===== config.mk =====
export PLATFORM = sky130hd
export DESIGN_NAME = ex_issue_ctrl
export DESIGN_NICKNAME = d
export VERILOG_FILES = /design/src/rtl/ex_issue_ctrl.sv
export SDC_FILE = /design/constraint.sdc
export NUM_CORES = 1
export LEC_CHECK = 0
export BUFFER_PORTS_ARGS = -buffer_cell sky130_fd_sc_hd__buf_4
export CORE_MARGIN = 8
export CORE_UTILIZATION = 49
export DETAILED_ROUTE_END_ITERATION = 12
export PLACE_DENSITY = 0.84
export SLEW_MARGIN = 10
export SYNTH_ARGS = -nofsm -noshare
export SYNTH_HDL_FRONTEND = slang
export SYNTH_SLANG_ARGS = --single-unit

===== constraint.sdc =====
create_clock -name clk -period 5.95 [get_ports clk]
set_input_delay 0.2975 -clock clk [delete_from_list [all_inputs] [get_ports clk]]
set_output_delay 0.2975 -clock clk [all_outputs]
set_load 0.1 [all_outputs]

===== src/rtl/ex_issue_ctrl.sv =====
// Execute-stage issue controller: holds one decoded instruction, drives the
// ALU, waits out multi-cycle divides and registers the result for MEM.

package riscv_pkg;

    parameter int XLEN = 32;

    typedef enum logic [3:0] {
        ALU_ADD  = 4'd0,
        ALU_SUB  = 4'd1,
        ALU_AND  = 4'd2,
        ALU_OR   = 4'd3,
        ALU_XOR  = 4'd4,
        ALU_SLL  = 4'd5,
        ALU_SRL  = 4'd6,
        ALU_SRA  = 4'd7,
        ALU_SLT  = 4'd8,
        ALU_SLTU = 4'd9,
        ALU_LUI  = 4'd10,
        ALU_MUL  = 4'd11,
        ALU_DIV  = 4'd12,
        ALU_DIVU = 4'd13,
        ALU_REM  = 4'd14,
        ALU_REMU = 4'd15
    } alu_op_e;

endpackage

module ex_issue_ctrl
    import riscv_pkg::*;
#(
    parameter int XLEN       = 32,
    parameter int REG_ADDR_W = 5
) (
    input  logic                  clk,
    input  logic                  reset,
    input  logic                  flush,

    input  logic                  in_valid,
    output logic                  in_ready,
    input  logic [XLEN-1:0]       in_a,
    input  logic [XLEN-1:0]       in_b,
    input  alu_op_e               in_op,
    input  logic [REG_ADDR_W-1:0] in_rd,
    input  logic                  in_reg_write,
    input  logic [XLEN-1:0]       in_pc,

    output logic [XLEN-1:0]       alu_a,
    output logic [XLEN-1:0]       alu_b,
    output alu_op_e               alu_op,
    input  logic [XLEN-1:0]       alu_result,
    input  logic                  alu_zero,
    input  logic                  alu_ready,

    output logic                  out_valid,
    input  logic                  out_ready,
    output logic [XLEN-1:0]       out_result,
    output logic                  out_zero,
    output logic [REG_ADDR_W-1:0] out_rd,
    output logic                  out_reg_write,
    output logic [XLEN-1:0]       out_pc
);

    typedef enum logic [1:0] {
        IDLE     = 2'd0,
        EXEC     = 2'd1,
        DIV_WAIT = 2'd2,
        DRAIN    = 2'd3
    } state_e;

    state_e state;
    state_e state_nxt;

    // Hold register X
    logic                  x_valid;
    logic [XLEN-1:0]       x_a;
    logic [XLEN-1:0]       x_b;
    alu_op_e               x_op;
    logic [REG_ADDR_W-1:0] x_rd;
    logic                  x_reg_write;
    logic [XLEN-1:0]       x_pc;

    logic x_load;
    logic x_clear;
    logic capture;
    logic o_free;
    logic x_is_div;

    assign o_free   = !out_valid || out_ready;
    assign x_is_div = (x_op == ALU_DIV) || (x_op == ALU_DIVU) ||
                      (x_op == ALU_REM) || (x_op == ALU_REMU);

    // State register
    always_ff @(posedge clk or posedge reset) begin
        if (reset) begin
            state <= IDLE;
        end else begin
            state <= state_nxt;
        end
    end

    // Next-state, upstream ready, X load/clear and O capture decisions
    always_comb begin
        state_nxt = state;
        in_ready  = 1'b0;
        x_load    = 1'b0;
        x_clear   = 1'b0;
        capture   = 1'b0;
        case (state)
            IDLE: begin
                if (!flush) begin
                    in_ready = 1'b1;
                    if (in_valid) begin
                        x_load    = 1'b1;
                        state_nxt = EXEC;
                    end
                end
            end
            EXEC: begin
                if (flush) begin
                    x_clear   = 1'b1;
                    state_nxt = IDLE;
                end else if (x_is_div) begin
                    state_nxt = DIV_WAIT;
                end else if (o_free) begin
                    capture  = 1'b1;
                    in_ready = 1'b1;
                    if (in_valid) begin
                        x_load = 1'b1;
                    end else begin
                        x_clear   = 1'b1;
                        state_nxt = IDLE;
                    end
                end
            end
            DIV_WAIT: begin
                // Leaving through IDLE gives the divider its one ALU_ADD bubble.
                if (flush) begin
                    state_nxt = DRAIN;
                end else if (alu_ready && o_free) begin
                    capture   = 1'b1;
                    x_clear   = 1'b1;
                    state_nxt = IDLE;
                end
            end
            DRAIN: begin
                // Divider must finish on stable inputs; its result is dropped.
                if (alu_ready) begin
                    x_clear   = 1'b1;
                    state_nxt = IDLE;
                end
            end
            default: begin
                state_nxt = IDLE;
            end
        endcase
    end

    // Hold register: load a new instruction or retire the current one
    always_ff @(posedge clk or posedge reset) begin
        if (reset) begin
            x_valid     <= 1'b0;
            x_a         <= '0;
            x_b         <= '0;
            x_op        <= ALU_ADD;
            x_rd        <= '0;
            x_reg_write <= 1'b0;
            x_pc        <= '0;
        end else if (x_load) begin
            x_valid     <= 1'b1;
            x_a         <= in_a;
            x_b         <= in_b;
            x_op        <= in_op;
            x_rd        <= in_rd;
            x_reg_write <= in_reg_write;
            x_pc        <= in_pc;
        end else if (x_clear) begin
            x_valid     <= 1'b0;
        end
    end

    // ALU drive: idle cycles present ADD 0,0 so the divider never starts
    always_comb begin
        alu_a  = '0;
        alu_b  = '0;
        alu_op = ALU_ADD;
        if (x_valid) begin
            alu_a  = x_a;
            alu_b  = x_b;
            alu_op = x_op;
        end
    end

    // Output register toward MEM with valid/ready handshake
    always_ff @(posedge clk or posedge reset) begin
        if (reset) begin
            out_valid     <= 1'b0;
            out_result    <= '0;
            out_zero      <= 1'b0;
            out_rd        <= '0;
            out_reg_write <= 1'b0;
            out_pc        <= '0;
        end else if (flush) begin
            out_valid     <= 1'b0;
        end else if (capture) begin
            out_valid     <= 1'b1;
            out_result    <= alu_result;
            out_zero      <= alu_zero;
            out_rd        <= x_rd;
            out_reg_write <= x_reg_write;
            out_pc        <= x_pc;
        end else if (out_ready) begin
            out_valid     <= 1'b0;
        end
    end

endmodule


==> metrics.cfg <==
[placed_design]
placed_cells=968
io_buffer_count=285
dp_hpwl_um=13900
gp_congestion=0.802

[clocking]
postCtsHoldBufs=0
htree_levels=4
clk-insertion-delay-late_ns=0.43
path_clk_slew_ns=0.06
cts_tree=built
cts_buffers=17
postCtsSetupBuffers=0
clock_path_buffers=2
clock_sinks=181
cts_root_buf=clkbuf_16
cts-resized-gates=0

[global_routing]
antenna_found_initial=0
grt_start_max_net_pins=112
grt_first_pass_wirelength_um=29900
first_global_vias=5573
grt_usage_pct=19.3
overflow=0

[routing]
routed_via_density=5.02
firstDrtPassIters=4
vias=5015
final_antenna_net_count=0
drtIter0Drc=207
routed_wl_um=19200
post_drt_wl_per_cell_um=19.2
drc_errors=0

[logic_synthesis]
yosysWarnings=0
ys_seq_area_share_pct=58.7
ys_top_cells_by_area=dfrtp_1, mux2_2, mux2_4
ys_seq_elements=181
synth_fp_nets=640
syn_area_um2=7720
netlist_instances=491
yosys.area.top_type=dfrtp_1
synth.distinct_cells=29
synth_top_area_share_pct=58.7
synth.avg_cell_area_um2=15.7

[layout]
area_delta_synth_final_pct=36.7
instances_no_fill=1000
fin_nets=920
multi_input_area_um2=2930
n_antenna_cell=0
regArea_um2=4530
n_fill_cell=1141
drive_gt1_share_pct=64.2

[timing]
fmax_mhz=336
slew_headroom_pct=34.5
slew_viol_final=0
fin_skew_ns=0.0115
fin_crit_ns=2.97
hold_violations=0
rsz0062_at_grt=no
tightest_slew_ns=0.983
fin_crit_sh_pct=50.0
setup_tns_ns=0
setup_viol=0

[status]
status=finished, final reports clean

[critical_path]
arrival_ns=3.28
critPathMaxFanout=63
crit_type=reg2reg
crit_path_start_kind=flop
cpPeakStageDelay_ns=0.73
cp_slowest_cell=buf_4
crit_path_end_kind=flop
cp_data_required_time_ns=6.25
cp_num_buf_inv=2
critical-path-top-delay-family=buffers and inverters
cp_cell_sequence=inv_1 > ha_1 > nor2b_4 > a32o_1 > nand2_4 > buf_4 > mux2_2

[die]
coreArea_um2=15700
dieArea_um2=20000
initial_core_util_pct=49.3
design.portCount=286
die_h_um=141
fp.dieW_um=141
rows=46

[job]
cap_violations=0

[min_path]
min_path_type=in2async

==> per-layer routing <==
metal | vias up | global-route usage [%] | part of all wire [%]
li1 | 2239 | - | -
met1 | 2503 | 21.8 | 39
met2 | 230 | 31.8 | 49
met3 | 43 | 8.00 | 8.4
met4 | 0 | 7.97 | 2.8
met5 | - | 0 | 0
==> sequential cells by signal (all words and copies together) (netlist names) <==
| name | count |
|---|---|
| x_valid | 1 |
| out_valid | 1 |
| out_pc | 32 |
| out_zero | 1 |
| x_reg_write | 1 |
| x_op | 4 |
| out_result | 32 |
| out_reg_write | 1 |
| x_pc | 32 |
| out_rd | 5 |
| x_rd | 5 |
| x_a | 32 |
| x_b | 32 |
| state | 2 |
==> area by class of cell <==
class,count,area share (%)
clock buffer,23,4.63
clock inverter,9,1.33
inverter,7,0.296
multi-input combinational,276,27.8
sequential,181,42.9
tap,216,2.56
timing repair buffer,288,20.5
==> synthesized netlist by cell type <==
cell type and instances:
dfrtp_1 181, mux2_2 109, mux2_4 69, and2_1 68, buf_2 11, buf_12 7, clkbuf_1 7, inv_1 7
ha_1 4, o21ai_0 4, nor2_1 3, a21oi_1 2, buf_6 2, nand2_1 2, a22oi_1 1, a22oi_2 1
a31oi_1 1, a32o_1 1, a32oi_1 1, and2b_1 1, and2b_2 1, mux2i_1 1, nand2b_1 1, nand3_1 1
nand4_1 1, nor2b_4 1, o211ai_1 1, o221ai_1 1, or4b_1 1
==> worst paths after layout <==
path / end / from / cells past startpoint / slack [ns]
hold / removal: out_pc[16]$_DFFE_PP0P_ / reset / 2 / 0.07
setup reg to reg: x_a[7]$_DFFE_PP0P_ / state[1]$_DFFE_PP0P_ / 7 / 2.98
setup / recovery: x_a[7]$_DFFE_PP0P_ / state[1]$_DFFE_PP0P_ / 7 / 2.98
max in group asynchronous: x_a[10]$_DFFE_PP0P_ / reset / 3 / 4.31
hold reg to reg: x_b[10]$_DFFE_PP0P_ / x_b[10]$_DFFE_PP0P_ / 1 / 0.50
min in group clk: out_result[5]$_DFFE_PP0P_ / alu_result[5] / 2 / 0.10
==> logic make-up (layout without fill, tap and decap cells) <==
family	Yosys count	count (layout)	share of synthesized area [%]
DFF	181	181	58.7
muxes	179	179	29.5
and+or+nand+nor	80	80	6.50
buffers and inverters	34	327	3.50
AOI/OAI and AO/OA	13	13	1.18
adders and majority gates	4	4	0.649
==> layout by cell type, fill, tap and decap left out, drive strengths merged, types with 3 or more instances in the layout <==
| master | count |
|---|---|
| o21ai | 4 |
| nor2 | 3 |
| inv | 9 |
| clkbuf | 23 |
| mux2 | 178 |
| buf | 288 |
| ha | 4 |
| and2 | 68 |
| bufinv | 3 |
| dfrtp | 181 |
==> per-stage QoR <==
stage | instance area (µm²) | hold WS, ns | utilization, % | setup WS [ns]
floorplan | 7720 | 0.446 | - | 0.737
finish | 10600 | 0.0745 | 67.4 | 2.98
detailed placement | 9920 | 0.485 | 63.4 | 3.03
global route | 10600 | 0.0692 | 67.4 | 2.83
CTS | 10600 | 0.0707 | 67.4 | 2.98
global placement | 9920 | 0.480 | 63.4 | 3.14
Power is left out: the tool's default activity adds up to more than one toggle a clock period on the data nets, which glitch-free logic cannot reach.
